### src/rtl/enemy_respawn_scheduler_pkg.sv
// Shared constants and types for the enemy respawn scheduler.
// Group indices, default index ranges of the alive vector, per-group FSM states.
package enemy_pkg;

  localparam int NUM_GRP    = 3;
  localparam int GRP_FLY    = 0;
  localparam int GRP_SPIDER = 1;
  localparam int GRP_MOSQ   = 2;

  localparam int ENEMY_COUNT_DEF = 23;
  localparam int ENEMY_FLY_LO    = 0;
  localparam int ENEMY_FLY_HI    = 16;
  localparam int ENEMY_SPIDER_LO = 17;
  localparam int ENEMY_SPIDER_HI = 20;
  localparam int ENEMY_MOSQ_LO   = 21;
  localparam int ENEMY_MOSQ_HI   = 22;

  typedef enum logic [1:0] {ALIVE, COOLDOWN, REQ, SETTLE} grp_state_e;

  // Counter width able to hold 0..max_val, never narrower than one bit.
  function automatic int bits_for(input int max_val);
    return (max_val < 1) ? 1 : $clog2(max_val + 1);
  endfunction

endpackage

### src/rtl/enemy_respawn_scheduler_group_timer.sv
// One enemy group's respawn FSM: frame-tick cooldown, request, then a
// bounded wait for the respawned enemies to read back alive.
module enemy_group_timer
  import enemy_pkg::*;
#(
  parameter int RESPAWN_FRAMES = 120,
  parameter int SETTLE_MAX     = 4
) (
  input  logic clk25,
  input  logic rst_n,
  input  logic enable,
  input  logic frame_tick,
  input  logic grp_dead,
  input  logic grp_any_alive,
  input  logic grant,
  output logic req,
  output logic cleared,
  output logic busy
);

  localparam int CW = bits_for(RESPAWN_FRAMES);
  localparam int SW = bits_for(SETTLE_MAX);

  grp_state_e    state_q, state_d;
  logic [CW-1:0] cnt_q, cnt_d;
  logic [SW-1:0] scnt_q, scnt_d;

  always_comb begin
    state_d = state_q;
    cnt_d   = cnt_q;
    scnt_d  = scnt_q;
    case (state_q)
      ALIVE:
        if (enable && grp_dead) begin
          state_d = COOLDOWN;
          cnt_d   = CW'(RESPAWN_FRAMES);
        end
      COOLDOWN:
        // Zero is tested before ticks, so a zero cooldown spends one cycle here.
        if (cnt_q == '0)                state_d = REQ;
        else if (enable && frame_tick)  cnt_d   = cnt_q - CW'(1);
      REQ:
        if (grant) begin
          state_d = SETTLE;
          scnt_d  = '0;
        end
      SETTLE:
        if (grp_any_alive || scnt_q == SW'(SETTLE_MAX - 1)) state_d = ALIVE;
        else                                              scnt_d  = scnt_q + SW'(1);
      default: state_d = ALIVE;
    endcase
  end

  always_ff @(posedge clk25 or negedge rst_n) begin
    if (!rst_n) begin
      state_q <= ALIVE;
      cnt_q   <= '0;
      scnt_q  <= '0;
    end else begin
      state_q <= state_d;
      cnt_q   <= cnt_d;
      scnt_q  <= scnt_d;
    end
  end

  assign req     = (state_q == REQ);
  assign cleared = (state_q == COOLDOWN) || (state_q == REQ);
  assign busy    = (state_q != ALIVE);

endmodule

### src/rtl/enemy_respawn_scheduler.sv
// Enemy respawn scheduler: three group timers, fixed-priority respawn arbiter
// and saturating HUD wave counter. Define SCHED_ALL_CLEAR_EN to start cooldown
// only when every enemy is dead, for all groups together.
module enemy_respawn_scheduler
  import enemy_pkg::*;
#(
  parameter int ENEMY_COUNT    = ENEMY_COUNT_DEF,
  parameter int FLY_LO         = ENEMY_FLY_LO,
  parameter int FLY_HI         = ENEMY_FLY_HI,
  parameter int SPIDER_LO      = ENEMY_SPIDER_LO,
  parameter int SPIDER_HI      = ENEMY_SPIDER_HI,
  parameter int MOSQ_LO        = ENEMY_MOSQ_LO,
  parameter int MOSQ_HI        = ENEMY_MOSQ_HI,
  parameter int RESPAWN_FRAMES = 120,
  parameter int SETTLE_MAX     = 4,
  parameter int WAVE_W         = 8
) (
  input  logic                   clk25,
  input  logic                   rst_n,
  input  logic                   frame_tick,
  input  logic                   enable,
  input  logic [ENEMY_COUNT-1:0] enemy_alive_flat,
  output logic                   reset_fly,
  output logic                   reset_spider,
  output logic                   reset_mosquito,
  output logic [NUM_GRP-1:0]     group_cleared,
  output logic [WAVE_W-1:0]      wave,
  output logic                   busy
);

  logic [NUM_GRP-1:0] grp_any, grp_dead, req, grant, busy_g;
  logic [NUM_GRP-1:0] pulse_q, pulse_d;
  logic [WAVE_W-1:0]  wave_q, wave_d;

  assign grp_any[GRP_FLY]    = |enemy_alive_flat[FLY_HI:FLY_LO];
  assign grp_any[GRP_SPIDER] = |enemy_alive_flat[SPIDER_HI:SPIDER_LO];
  assign grp_any[GRP_MOSQ]   = |enemy_alive_flat[MOSQ_HI:MOSQ_LO];

`ifdef SCHED_ALL_CLEAR_EN
  assign grp_dead = {NUM_GRP{~|enemy_alive_flat}};
`else
  assign grp_dead = ~grp_any;
`endif

  for (genvar g = 0; g < NUM_GRP; g++) begin : g_grp
    enemy_group_timer #(
      .RESPAWN_FRAMES (RESPAWN_FRAMES),
      .SETTLE_MAX     (SETTLE_MAX)
    ) u_timer (
      .clk25         (clk25),
      .rst_n         (rst_n),
      .enable        (enable),
      .frame_tick    (frame_tick),
      .grp_dead      (grp_dead[g]),
      .grp_any_alive (grp_any[g]),
      .grant         (grant[g]),
      .req           (req[g]),
      .cleared       (group_cleared[g]),
      .busy          (busy_g[g])
    );
  end

  // Lowest group index wins; a paused game grants nothing and requests wait.
  always_comb begin
    grant = '0;
    if (enable) begin
      if      (req[GRP_FLY])    grant[GRP_FLY]    = 1'b1;
      else if (req[GRP_SPIDER]) grant[GRP_SPIDER] = 1'b1;
      else if (req[GRP_MOSQ])   grant[GRP_MOSQ]   = 1'b1;
    end
    pulse_d = grant;
    wave_d  = (pulse_q[GRP_FLY] && wave_q != '1) ? wave_q + WAVE_W'(1) : wave_q;
  end

  always_ff @(posedge clk25 or negedge rst_n) begin
    if (!rst_n) begin
      pulse_q <= '0;
      wave_q  <= '0;
    end else begin
      pulse_q <= pulse_d;
      wave_q  <= wave_d;
    end
  end

  assign reset_fly      = pulse_q[GRP_FLY];
  assign reset_spider   = pulse_q[GRP_SPIDER];
  assign reset_mosquito = pulse_q[GRP_MOSQ];
  assign wave           = wave_q;
  assign busy           = |busy_g;

endmodule

### config.mk
export PLATFORM = sky130hd
export DESIGN_NAME = enemy_respawn_scheduler
export DESIGN_NICKNAME = d
export VERILOG_FILES = /design/src/rtl/enemy_respawn_scheduler_pkg.sv /design/src/rtl/enemy_respawn_scheduler_group_timer.sv /design/src/rtl/enemy_respawn_scheduler.sv
export SDC_FILE = /design/constraint.sdc
export NUM_CORES = 1
export LEC_CHECK = 0
export BUFFER_PORTS_ARGS = -buffer_cell sky130_fd_sc_hd__buf_4
export CORE_ASPECT_RATIO = 1.2
export CORE_UTILIZATION = 62
export CTS_CLUSTER_SIZE = 12
export DETAILED_ROUTE_END_ITERATION = 8
export GPL_ROUTABILITY_DRIVEN = 0
export PLACE_DENSITY_LB_ADDON = 0.1
export SLEW_MARGIN = 20
export SYNTH_ARGS = -nofsm -noshare
export SYNTH_HDL_FRONTEND = slang
export SYNTH_HIERARCHICAL = 1
export SYNTH_SLANG_ARGS = --single-unit
### constraint.sdc
create_clock -name clk25 -period 4.18 [get_ports clk25]
set_input_delay 0.627 -clock clk25 [delete_from_list [all_inputs] [get_ports clk25]]
set_output_delay 0.627 -clock clk25 [all_outputs]
set_load 0.01 [all_outputs]
Word level (Yosys, flattened, before mapping)
Index checks and enable logic that the tools add are counted.
{ "totals": {"register_bits": 47, "in_bits": 27, "out_inout_bits": 15, "elab_cells": 134} }
{ "classes": {"n_addsub": 7, "eq_ne": 34, "muxes": 42, "n_bitwise": 1, "n_reduce_logical": 39} }
{ "ops": {"columns": ["operator", "count"], "rows": [
  ["7-bit 2-to-1 mux", 9],
  ["7-bit one-hot mux with 2 select lines", 3],
  ["2-bit 2-to-1 mux", 13],
  ["2-bit one-hot mux with 4 select lines", 3],
  ["4-bit AND reduction", 6],
  ["2-bit inequality test (second input constant)", 11],
  ["7-bit logical NOT", 3],
  ["3-bit 2-to-1 mux", 7],
  ["7-bit by 1-bit subtractor with 7-bit output (second input constant)", 3],
  ["2-bit by 1-bit inequality test with 1-bit output (second input constant)", 10],
  ["3-bit one-hot mux with 2 select lines", 3],
  ["2-bit nonzero test", 9],
  ["17-bit OR reduction", 1],
  ["2-bit == test (second input constant)", 6],
  ["3-bit by 1-bit adder with 3-bit output (second input constant)", 3],
  ["3-bit by 2-bit == test with 1-bit output (second input constant)", 3],
  ["3-bit AND reduction", 3],
  ["8-bit by 1-bit adder with 8-bit output (second input constant)", 1],
  ["8-bit inequality test (second input constant)", 1],
  ["2-bit by 1-bit == test with 1-bit output (second input constant)", 3],
  ["2-bit logical NOT", 3],
  ["1-bit logical OR", 6],
  ["1-bit logical AND", 5],
  ["1-bit 2-to-1 mux", 4],
  ["other kinds (4)", 4]
]} }

Depth between registers and ports, before layout
{ "logic_depth": {"word_depth": 7, "ltp_mapped": 8, "ltp_nobuf": 7} }

Hierarchy
Netlist, hierarchy kept.
{ "modules_own_cells": {"columns": ["module", "instances", "cells_per_inst", "area_per_inst_um2", "seq_area_each_um2"], "rows": [
  ["enemy_group_timer at g_grp[0].u_timer ...", 2, 86, 822.0, 300.3],
  ["enemy_group_timer at g_grp[1].u_timer", 1, 80, 795.8, 300.3],
  ["enemy_respawn_scheduler", 1, 58, 588.1, 275.3]
]} }

Worst setup path before layout
No wires, ideal clock.
{ "synth_path": {"path_type": "input to register", "from": "input port enemy_alive_flat[18]", "to": "register g_grp[1].u_timer.cnt_q[6]", "arrival_time_ns": 2.241, "required_time_ns": 4.059, "slack_ns": 1.818, "path_stages": 6, "path_cell_list": "or4_1 -> inv_1 -> mux2_2 -> nand2_1 -> or4_2 -> a22o_1"} }
{ "synth_via": {"elab_chain_len": 5} }
{ "synth_lines": {"columns": ["item", "line_no", "rtl"], "rows": [
  ["from (decl)", "enemy_respawn_scheduler.sv:22", "input logic [ENEMY_COUNT-1:0] enemy_alive_flat,"],
  ["4-bit OR reduction", "enemy_respawn_scheduler.sv:36", "assign grp_any[GRP_SPIDER] = |enemy_alive_flat[SPIDER_HI:SPIDER_LO];"],
  ["3-bit NOT", "enemy_respawn_scheduler.sv:42", "assign grp_dead = ~grp_any;"],
  ["via grp_dead[1]", "enemy_respawn_scheduler.sv:31", "logic [NUM_GRP-1:0] grp_any, grp_dead, req, grant, busy_g;"],
  ["1-bit logical AND", "enemy_respawn_scheduler_group_timer.sv:34", "if (enable && grp_dead) begin"],
  ["2-bit by 1-bit inequality test with 1-bit output (no line)", null, null],
  ["4-bit AND reduction (no line)", null, null],
  ["to (signal assigned)", "enemy_respawn_scheduler_group_timer.sv:61", "cnt_q <= cnt_d;"],
  ["to (decl)", "enemy_respawn_scheduler_group_timer.sv:25", "logic [CW-1:0] cnt_q, cnt_d;"]
]} }
The timed path passes the listed nets, and every way through them passes these cells.
A chain may end at the register's enable or synchronous reset.

Worst setup path after layout
{ "layout_path": {"from": "register g_grp[1].u_timer.state_q[0]", "to": "output port busy"} }
{ "layout_via": {"elab_chain_len": 2} }
{ "layout_lines": {"columns": ["item", "line_no", "rtl"], "rows": [
  ["from (decl)", "enemy_respawn_scheduler_group_timer.sv:24", "grp_state_e state_q, state_d;"],
  ["from (signal assigned)", "enemy_respawn_scheduler_group_timer.sv:60", "state_q <= state_d;"],
  ["2-bit nonzero test", "enemy_respawn_scheduler_group_timer.sv:68", "assign busy = (state_q != ALIVE);"],
  ["via busy_g[1]", "enemy_respawn_scheduler.sv:31", null],
  ["3-bit OR reduction", "enemy_respawn_scheduler.sv:89", "assign busy = |busy_g;"],
  ["to (decl)", "enemy_respawn_scheduler.sv:28", "output logic busy"]
]} }
The timed path passes the listed nets, and every way through them passes these cells.

==> run metrics <==
status=finished, final reports clean; post-layout net count=401; initial drt markers=190; Placed Area=between 3000 and 4000 µm²; htree depth=2; Switching Share=between 30% and 40%; wire length per cell=around 15 µm; antenna violations before repair=0; First-pass DRT Iterations=4; P&R area growth vs syn=15.7%; setup_tns=0 ns; layout cells sized above 1=about 22%; Seq/Total Area, Yosys=38.8%; die span in x=65.8 µm; top-area cell type share of the netlist area=38.8%; actual slew at the worst max-slew pin=0.599 ns; area of the die=5170 µm²; Post-synth EDFFs=0; initial core utilization=65.4%; Leakage Power=around 1.6 nW; largest net degree at the start of global routing=48; IO buf count=41; ANT nets after route=0; Critical Path RT=3.55 ns; Synth area leaders=dfrtp_1 (39%), ha_1 (9.1%), nand2_1 (3.3%); Synth Register Bits=47; Inserted Diodes=0; core area=4630 µm²; fin. max-slew vios=0; final setup fails=0; clock latency at the later pin of the worst-skew pair=~0.30 ns; clock group share of total power=16.6%; detailed-route via count=2521; synth warn=6; Post-CTS Setup Bufs=0; ys async rst share=100%; Reg power frac=around 36%; Top Ports=42; first-pass GRT wire length=approximately 11 mm; RSZ-0062 raised after global routing=no; Worst Setup Start Kind=flip-flop; Num Clock Sinks=47; PostCTS Resize Cnt=0; post-synth cell types=66; clock buffer depth=2; Avg Inst Size Synth=9.77 µm²; P per Cell Area=683 nW/µm²; Post-Syn Area=3030 µm²; FF-to-FF setup slack=1.91 ns; Buf/Inv on CP=3; Hold Violations, Final=0; Highest Clock Rate=435 MHz; finished layout cell area=3500 µm²; DRC errors left=0; period utilization=55.1%; vias in the first global route=about 2500; Slowest cell on crit path=dfrtp_1; Setup Skew=0.00925 ns; top cell type by total area after synthesis=dfrtp_1; Sw Pwr=0.944 mW; class of the worst hold path=input pin to asynchronous set/reset pin; Vert. Die Dim=78.6 µm; combinational share of power=47.8%; Most common cell on crit path=inv_1; Hold WS=0.314 ns; worst path cell trace=inv_1, ha_1, inv_1, or3_1, buf_4; routed vias/inst=between 6 and 7; Internal Power=1.45 mW; global router's overall resource usage=25.7%; TritonCTS clock tree=built; GRT overflow=0; Inserted Clock Buffers=5; Worst Setup End Kind=output port; detailed-route wire length=6.12 mm; Max-Slew Margin vs Limit=60.0%; Syn Inst Count=slightly above 300; Arr. time, crit path=roughly 1.7 ns; clock root buffer=clkbuf_8; Post-DP HPWL=4.43 mm; Primary FF master, synth=dfrtp_1; post-route minimum period=between 2 and 2.5 ns; fill count=357; Max stage delay on crit path=0.41 ns; Worst-path clk slew=0.09 ns; Max VDD drop=524 µV; syn nets=359; Max-cap violations=0; site row count=27; CP Max Fanout=3; Top delay family on crit path=flip-flops; critical path type=flip-flop to output port; hold-fix buffers at CTS=0
==> power groups by stage <==
stage               registers, mW  logic [mW]  clock network, mW
finish                      0.851        1.14              0.397
global route                0.879        1.28              0.423
CTS                         0.847        1.15              0.403
detailed placement          0.854        1.14                  0
global placement            0.845        1.10                  0
floorplan                   0.819       0.863                  0
==> cell type report <==
class / count / area [µm²] / share of cell area, %
Clock inverter: 2 / 60.1 / 1.71
Timing Repair Buffer: 41 / 308 / 8.79
Sequential cell: 47 / 1180 / 33.6
Inverter: 25 / 93.8 / 2.68
Tap cell: 58 / 72.6 / 2.07
Multi-Input combinational cell: 232 / 1720 / 49.1
Clock buffer: 6 / 72.6 / 2.07
==> worst paths after layout <==
kind,start,cells after the start,endpoint
min reg2reg,g_grp[2].u_timer/scnt_q[2],2,g_grp[2].u_timer/scnt_q[2]
min,rst_n,1,g_grp[1].u_timer/scnt_q[1]
min in group clk25,g_grp[2].u_timer/scnt_q[2],2,g_grp[2].u_timer/scnt_q[2]
max,g_grp[1].u_timer/state_q[0],5,busy
max in group asynchronous,rst_n,1,g_grp[2].u_timer/cnt_q[3]
max reg2reg,g_grp[1].u_timer/cnt_q[0],6,g_grp[1].u_timer/state_q[1]
==> through the flow <==
stage          cells  util [%]  total power [mW]  setup WS [ns]
6_report         411      75.7              2.39           1.88
3_5_place_dp     403      72.8              2.00           1.64
4_1_cts          411      75.7              2.40           1.85
3_3_place_gp     403      72.8              1.95           1.66
5_1_grt          411      75.7              2.58           1.75
2_1_floorplan    310         -              1.68           1.82
==> placed cells by master, fill, tap and decap left out, drive strengths merged, types with 5 or more instances in the layout <==
cell	netlist	routed
dfrtp	47	47
buf	2	41
nand2	29	29
inv	25	25
ha	22	22
nor2	17	17
nand3	17	17
o21ai	13	13
a21oi	12	12
nand2b	10	10
mux2	8	8
or3	7	7
nand4	7	7
and3	7	7
clkbuf	4	6
and2	6	6
nor3b	5	5
nor4b	5	5
==> registers in the layout (all words and copies together), names as in the netlist <==
name,cells
g_grp.u_timer/cnt_q,21
g_grp.u_timer/scnt_q,9
wave,8
g_grp.u_timer/state_q,6
pulse_q,3
==> cells in the mapped netlist (4+ instances only) <==
library cell and number:
a211oi_1 4, and3_1 6, a21oi_1 12, nor2_1 17, or3_1 6, nand2_1 27, a311oi_1 4, o221ai_1 4
o21ai_0 10, nand4_1 6, nand3_1 17, clkbuf_1 4, dfrtp_1 47, ha_1 22, inv_1 25, nand2b_1 10
mux2_4 6, nor2b_1 4
==> layer usage <==
| layer | track usage (%) | part of all wire [%] |
|---|---|---|
| met5 | 0 | 0 |
| met4 | 6.96 | 0.93 |
| met3 | 4.94 | 5.0 |
| met2 | 44.8 | 50 |
| met1 | 31.7 | 44 |
==> cell families after synthesis <==
group                    after synthesis  synth area share [%]
flip-flops                            47                  38.8
buffers and inverters                 31                  4.34
AND/OR/NAND/NOR                      133                  27.0
AO/OA/AOI/OAI                         65                  15.7
adder cells (fa/ha/maj)               22                  9.09
multiplexers                          11                  4.71
XOR/XNOR                               1                 0.289
Power figures use the tool's default switching activity.
